**config.mk**
```make
export PLATFORM = sky130hd
export DESIGN_NAME = id_ex_fwd_stage
export DESIGN_NICKNAME = d
export VERILOG_FILES = /design/src/rtl/pipe_pkg.sv /design/src/rtl/hazard_unit.sv /design/src/rtl/id_ex_fwd_stage.sv
export SDC_FILE = /design/constraint.sdc
export NUM_CORES = 1
export LEC_CHECK = 0
export ABC_AREA = 1
export CORE_ASPECT_RATIO = 0.9
export CORE_MARGIN = 10
export CORE_UTILIZATION = 46
export CTS_BUF_LIST = sky130_fd_sc_hd__clkbuf_16
export CTS_CLUSTER_SIZE = 25
export DETAILED_ROUTE_END_ITERATION = 10
export PLACE_DENSITY = 0.81
export SKIP_LAST_GASP = 1
export SLEW_MARGIN = 10
export SYNTH_ARGS = -nofsm -noshare
export SYNTH_HDL_FRONTEND = slang
export SYNTH_HIERARCHICAL = 1
export SYNTH_SLANG_ARGS = --single-unit
export TNS_END_PERCENT = 100
```
**constraint.sdc**
```tcl
create_clock -name clk -period 3.6 [get_ports clk]
set_clock_uncertainty 0.2 [all_clocks]
set_input_delay 0.72 -clock clk [delete_from_list [all_inputs] [get_ports clk]]
set_output_delay 0.72 -clock clk [all_outputs]
set_load 0.02 [all_outputs]
```
**src/rtl/pipe_pkg.sv**
```systemverilog
// pipe_pkg: shared widths, ALU opcodes and operand forward-select
// encoding for the ID/EX forwarding stage.
package pipe_pkg;

    localparam int DATA_W = 8;
    localparam int REG_AW = 3;

    localparam logic [3:0] OP_ADD = 4'b0000;
    localparam logic [3:0] OP_SUB = 4'b0001;
    localparam logic [3:0] OP_AND = 4'b0010;
    localparam logic [3:0] OP_OR  = 4'b0011;
    localparam logic [3:0] OP_XOR = 4'b0100;
    localparam logic [3:0] OP_SLT = 4'b0101;
    localparam logic [3:0] OP_SLL = 4'b0110;
    localparam logic [3:0] OP_SRL = 4'b0111;

    typedef enum logic [1:0] {
        FWD_RF    = 2'd0,
        FWD_EXMEM = 2'd1,
        FWD_MEMWB = 2'd2
    } fwd_sel_e;

endpackage

```
**src/rtl/hazard_unit.sv**
```systemverilog
// hazard_unit: register compares producing operand forward selects and the
// IF/ID stall; behaviour depends on HAZARD_FWD_EN.
module hazard_unit
    import pipe_pkg::*;
#(
    parameter int REG_AW = pipe_pkg::REG_AW
) (
    input  logic              i_id_valid,
    input  logic [REG_AW-1:0] i_id_rs1,
    input  logic [REG_AW-1:0] i_id_rs2,
    input  logic              i_flush,
    input  logic              i_idex_valid,
    input  logic              i_idex_wr_en,
    input  logic              i_idex_is_load,
    input  logic [REG_AW-1:0] i_idex_rd,
    input  logic [REG_AW-1:0] i_idex_rs1,
    input  logic [REG_AW-1:0] i_idex_rs2,
    input  logic              i_exmem_valid,
    input  logic              i_exmem_wr_en,
    input  logic              i_exmem_is_load,
    input  logic [REG_AW-1:0] i_exmem_rd,
    input  logic              i_memwb_valid,
    input  logic              i_memwb_wr_en,
    input  logic [REG_AW-1:0] i_memwb_rd,
    output fwd_sel_e          o_fwd_a,
    output fwd_sel_e          o_fwd_b,
    output logic              o_stall
);

    logic w_unused;

`ifdef HAZARD_FWD_EN
    logic w_ld_use;

    // Loads cannot forward from EX/MEM: their data only exists at MEM/WB.
    function automatic fwd_sel_e f_sel(input logic [REG_AW-1:0] rs);
        fwd_sel_e sel;
        sel = FWD_RF;
        if (rs != '0) begin
            if (i_exmem_valid && i_exmem_wr_en && !i_exmem_is_load &&
                i_exmem_rd == rs)
                sel = FWD_EXMEM;
            else if (i_memwb_valid && i_memwb_wr_en && i_memwb_rd == rs)
                sel = FWD_MEMWB;
        end
        return sel;
    endfunction

    always_comb begin
        o_fwd_a  = f_sel(i_idex_rs1);
        o_fwd_b  = f_sel(i_idex_rs2);
        w_ld_use = i_idex_valid && i_idex_is_load && (i_idex_rd != '0) &&
                   ((i_idex_rd == i_id_rs1) || (i_idex_rd == i_id_rs2)) &&
                   i_id_valid;
        o_stall  = w_ld_use && !i_flush;
    end

    assign w_unused = i_idex_wr_en;
`else
    function automatic logic f_busy(input logic [REG_AW-1:0] rs);
        logic hit;
        hit = (i_idex_valid && i_idex_wr_en && i_idex_rd == rs) ||
              (i_exmem_valid && i_exmem_wr_en && i_exmem_rd == rs) ||
              (i_memwb_valid && i_memwb_wr_en && i_memwb_rd == rs);
        return (rs != '0) && hit;
    endfunction

    always_comb begin
        o_fwd_a = FWD_RF;
        o_fwd_b = FWD_RF;
        o_stall = i_id_valid && !i_flush &&
                  (f_busy(i_id_rs1) || f_busy(i_id_rs2));
    end

    assign w_unused = ^{i_idex_is_load, i_exmem_is_load,
                        i_idex_rs1, i_idex_rs2};
`endif

endmodule

```
**src/rtl/id_ex_fwd_stage.sv**
```systemverilog
// id_ex_fwd_stage: ID/EX and EX/MEM registers, operand muxing and stall
// counter; HAZARD_FWD_EN enables forwarding and load-use-only stalls.
module id_ex_fwd_stage
    import pipe_pkg::*;
#(
    parameter int DATA_W = pipe_pkg::DATA_W,
    parameter int REG_AW = pipe_pkg::REG_AW,
    parameter int CNT_W  = 16
) (
    input  logic              clk,
    input  logic              rst_n,
    input  logic              id_valid,
    input  logic [3:0]        id_opcode,
    input  logic [REG_AW-1:0] id_rs1,
    input  logic [REG_AW-1:0] id_rs2,
    input  logic [REG_AW-1:0] id_rd,
    input  logic [DATA_W-1:0] id_rs1_data,
    input  logic [DATA_W-1:0] id_rs2_data,
    input  logic              id_wr_en,
    input  logic              id_is_load,
    input  logic              flush,
    input  logic              memwb_valid,
    input  logic              memwb_wr_en,
    input  logic [REG_AW-1:0] memwb_rd,
    input  logic [DATA_W-1:0] memwb_data,
    output logic [DATA_W-1:0] alu_a,
    output logic [DATA_W-1:0] alu_b,
    output logic [3:0]        alu_opcode,
    input  logic [DATA_W-1:0] alu_result,
    output logic              stall,
    output logic              exmem_valid,
    output logic              exmem_wr_en,
    output logic              exmem_is_load,
    output logic [REG_AW-1:0] exmem_rd,
    output logic [DATA_W-1:0] exmem_result,
    output logic [CNT_W-1:0]  stall_cnt
);

    typedef struct packed {
        logic              valid;
        logic [3:0]        opcode;
        logic [REG_AW-1:0] rs1;
        logic [REG_AW-1:0] rs2;
        logic [REG_AW-1:0] rd;
        logic [DATA_W-1:0] rs1_data;
        logic [DATA_W-1:0] rs2_data;
        logic              wr_en;
        logic              is_load;
    } id_ex_t;

    typedef struct packed {
        logic              valid;
        logic [REG_AW-1:0] rd;
        logic              wr_en;
        logic              is_load;
        logic [DATA_W-1:0] result;
    } ex_mem_t;

    id_ex_t           r_idex;
    id_ex_t           w_idex_d;
    ex_mem_t          r_exmem;
    logic [CNT_W-1:0] r_stall_cnt;
    logic             w_stall;
    logic             w_take;
    fwd_sel_e         w_fwd_a;
    fwd_sel_e         w_fwd_b;

    hazard_unit #(
        .REG_AW(REG_AW)
    ) u_hazard (
        .i_id_valid     (id_valid),
        .i_id_rs1       (id_rs1),
        .i_id_rs2       (id_rs2),
        .i_flush        (flush),
        .i_idex_valid   (r_idex.valid),
        .i_idex_wr_en   (r_idex.wr_en),
        .i_idex_is_load (r_idex.is_load),
        .i_idex_rd      (r_idex.rd),
        .i_idex_rs1     (r_idex.rs1),
        .i_idex_rs2     (r_idex.rs2),
        .i_exmem_valid  (r_exmem.valid),
        .i_exmem_wr_en  (r_exmem.wr_en),
        .i_exmem_is_load(r_exmem.is_load),
        .i_exmem_rd     (r_exmem.rd),
        .i_memwb_valid  (memwb_valid),
        .i_memwb_wr_en  (memwb_wr_en),
        .i_memwb_rd     (memwb_rd),
        .o_fwd_a        (w_fwd_a),
        .o_fwd_b        (w_fwd_b),
        .o_stall        (w_stall)
    );

    // A stalled or flushed slot becomes a bubble that can never write back.
    assign w_take = id_valid && !w_stall && !flush;

    always_comb begin
        w_idex_d          = '0;
        w_idex_d.valid    = w_take;
        w_idex_d.opcode   = id_opcode;
        w_idex_d.rs1      = id_rs1;
        w_idex_d.rs2      = id_rs2;
        w_idex_d.rd       = id_rd;
        w_idex_d.rs1_data = id_rs1_data;
        w_idex_d.rs2_data = id_rs2_data;
        w_idex_d.wr_en    = id_wr_en && w_take;
        w_idex_d.is_load  = id_is_load && w_take;
    end

    always_ff @(posedge clk or negedge rst_n) begin
        if (!rst_n) begin
            r_idex  <= '0;
            r_exmem <= '0;
        end else begin
            r_idex          <= w_idex_d;
            r_exmem.valid   <= r_idex.valid;
            r_exmem.rd      <= r_idex.rd;
            r_exmem.wr_en   <= r_idex.wr_en;
            r_exmem.is_load <= r_idex.is_load;
            r_exmem.result  <= alu_result;
        end
    end

    always_ff @(posedge clk or negedge rst_n) begin
        if (!rst_n)
            r_stall_cnt <= '0;
        else if (w_stall && r_stall_cnt != '1)
            r_stall_cnt <= r_stall_cnt + CNT_W'(1);
    end

    function automatic logic [DATA_W-1:0] f_opnd(
        input logic [REG_AW-1:0] rs,
        input fwd_sel_e          sel,
        input logic [DATA_W-1:0] rf_data
    );
        logic [DATA_W-1:0] v;
        case (sel)
            FWD_EXMEM: v = r_exmem.result;
            FWD_MEMWB: v = memwb_data;
            default:   v = rf_data;
        endcase
        if (rs == '0)
            v = '0;
        return v;
    endfunction

    assign alu_a         = f_opnd(r_idex.rs1, w_fwd_a, r_idex.rs1_data);
    assign alu_b         = f_opnd(r_idex.rs2, w_fwd_b, r_idex.rs2_data);
    assign alu_opcode    = r_idex.opcode;
    assign stall         = w_stall;
    assign exmem_valid   = r_exmem.valid;
    assign exmem_wr_en   = r_exmem.wr_en;
    assign exmem_is_load = r_exmem.is_load;
    assign exmem_rd      = r_exmem.rd;
    assign exmem_result  = r_exmem.result;
    assign stall_cnt     = r_stall_cnt;

endmodule

```
==> results.toml <==
[global_routing]
top_usage_layer = "met2"
grt_start_max_net_pins = 63
grt_pass1_vias = 2956
gr-total-overflow = 0
grt_util_met1 = 0.192
grt_usage = 0.169
grt_use_met2 = 0.278
antenna_found_initial = 0
grt_first_pass_wirelength_um = 14200
use_met3 = 0.0590

[clocking]
postCtsHoldBufs = 0
cts_tree = "yes"
insertion_delay_ns = 0.32
cts_sinks = 62
clk_pin_slew_ns = 0.05
root_buffer = "clkbuf_16"
clk_path_buf_depth = 2
h-tree-depth = 3
cts_buffers = 9

[placed_design]
dp.cells = 568
place_hpwl_um = 6830
dp_worst_setup_slack_ns = 0.0722
gp_congestion = 0.878
io_buffers = 106

[setup_path]
r2r_start = "exmem_wr_en"
endpoint = "stall"
crit_fanout = 5
worst_setup_path_end_kind = "output pin"
ff2ff_path_depth = 13
cp.required_ns = 2.68
reg2reg_slack_ns = 1.30
crit_type = "input port to output pin"
cp_data_arrival_time_ns = 2.26
timing.rr.end = "stall_cnt[9]"
critPathLaunch = "id_rs1[1]"
startpoint_type = "input port"

[timing]
max_slew_margin = 0.501
min_period_ns = 3.18
setup_slack_ns = 0.421
hold_ws_ns = 0.170
fmax_ghz = 0.315
finalMaxSlewViolations = 0
worst_pin_slew_ns = 0.749
rsz0062_at_grt = "no"
setup_viol = 0
finalCritPeriodShare = 0.883
tns_ns = 0
hold_viol_final = 0

[yosys]
ys_warn_count = 6
synth.top_cell.area_share = 0.503
synth_ff_type = "dfrtp_1"
yosys.area.top_type = "dfrtp_1"
yosys-top-cells-area = "dfrtp_1 50%, nand2_1 15%, a21oi_1 5.4%"
synth_edf_count = 0
yosysMostFrequentCell = "nand2_1"
avgSynthCellArea_sq_um = 8.03
synth-seq-area-share = 0.503
async_flop_share = 1.00
syn_area_sq_um = 3080
synth-seq-cells = 62
netlist_instances = 384
ys_top_cells_by_count = "125 x nand2_1, 62 x dfrtp_1, 39 x inv_1"
ys_types = 29

[detailed_routing]
antenna_left = 0
drtPass1Iterations = 4
drtIter0Drc = 101
drt-total-wl_um = 8770
vias_per_cell = 4.97
wl_per_cell_um = 15.0
drc_errors = 0
vias = 2897

[die]
die_area_sq_um = 10400
fp.dieW_um = 106
start_util = 0.471
die_y_um = 97.7
core_sq_um = 6550
io_pins = 107
num_rows = 28

[final_layout]
post-route-util = 0.684
area_growth_pct = 45.4
diodes = 0
final_nets = 550
fin_cells = 583
drive_above_1_share = 0.0933

[hold_path]
whs_path_depth = 0
hold_class = "flip-flop to flip-flop"

[power_and_ir_drop]
power_density_nw_per_um2 = 470
ir_drop_mv = 0.360
leakage_uw = 0.00209

[status]
outcome = "complete, no violations"

[flow_run]
cap_violations = 0
how the worst min path moves through the flow:
stage | start | endpoint
final | r_idex[31] | exmem_valid
after global routing | r_idex[31] | exmem_valid
after CTS | r_idex[31] | exmem_valid
after detailed placement | r_idex[0] | exmem_is_load
after global placement | r_idex[0] | exmem_is_load
after floorplan | r_idex[0] | exmem_is_load
sequential cells by signal, indices dropped and copies added (netlist names):
signal	flops
exmem_valid	1
exmem_is_load	1
exmem_rd	3
r_idex	28
stall_cnt	16
exmem_result	8
exmem_wr_en	1
alu_opcode	4
what timing repair did:
item	in CTS	in global routing
gates resized for setup	0	1
buffers inserted	0	0
endpoints found under the setup margin	0	1
layer usage:
metal / vias up / share of wire
met5: - / 0
met4: 0 / 0.026
met3: 23 / 0.10
met2: 132 / 0.48
met1: 1340 / 0.40
li1: 1402 / -
kinds of logic after synthesis:
| kind of cell | Yosys count | synth area share |
|---|---|---|
| flip-flops | 62 | 0.503 |
| AND/OR/NAND/NOR | 191 | 0.274 |
| buffers and inverters | 62 | 0.0877 |
| XOR/XNOR | 5 | 0.0142 |
| other | 1 | 0.00122 |
| AO/OA/AOI/OAI | 58 | 0.0990 |
| adder cells (fa/ha/maj) | 5 | 0.0203 |
power breakdown:
group,internal (uW),switching (uW),total [uW]
Sequential,747,46.1,793
Combinational,209,228,437
Clock,594,285,878
Total,1550,559,2110
worst max-delay path, cell delays in order:
cell             delay [ns]
clkdlybuf4s50_1        0.55
inv_1                  0.11
nand2_1                0.07
nand2_1                0.06
nor2_1                 0.12
nand2_1                0.08
nand3_1                0.07
nand2_1                0.08
a21oi_2                0.16
dlymetal6s2s_1         0.25
final cells by class:
cell class | instances | area, sq um
Fill cell | 525 | 2070
Sequential cell | 62 | 1550
Multi-Input combinational cell | 263 | 1270
Timing Repair Buffer | 108 | 1070
Clock buffer | 9 | 225
Inverter | 45 | 169
Tap cell | 90 | 113
Clock inverter | 6 | 77.6
through the flow:
step	instance area, sq um	power [uW]
final	4480	2110
after global routing	4480	2200
after CTS	4480	2120
after detailed placement	4180	1240
after global placement	4180	1230
after floorplan	3090	1010
placed cells by master, fill, tap and decap left out:
cell and count:
dfrtp_1 62, xor2_1 2, nand2_1 125, clkdlybuf4s50_1 104
inv_1 39, o21ai_0 19, o21ai_2 3, clkbuf_16 9
buf_4 2, nand2_4 3, and2_1 1, nand3_2 1
nor2_2 6, nand4_1 6, o21ai_1 2, nor2_4 4
nand3b_1 1, inv_2 6, nor3_1 2, buf_2 1
ha_1 5, or3_1 2, nand3_1 9, clkinv_2 2
conb_1 4, xnor2_1 3, clkinv_1 2, nor2_1 25
a21oi_2 1, nand2_2 6, a21oi_1 33, dlymetal6s2s_1 1
bufinv_16 2
Power figures use the tool's default switching activity.
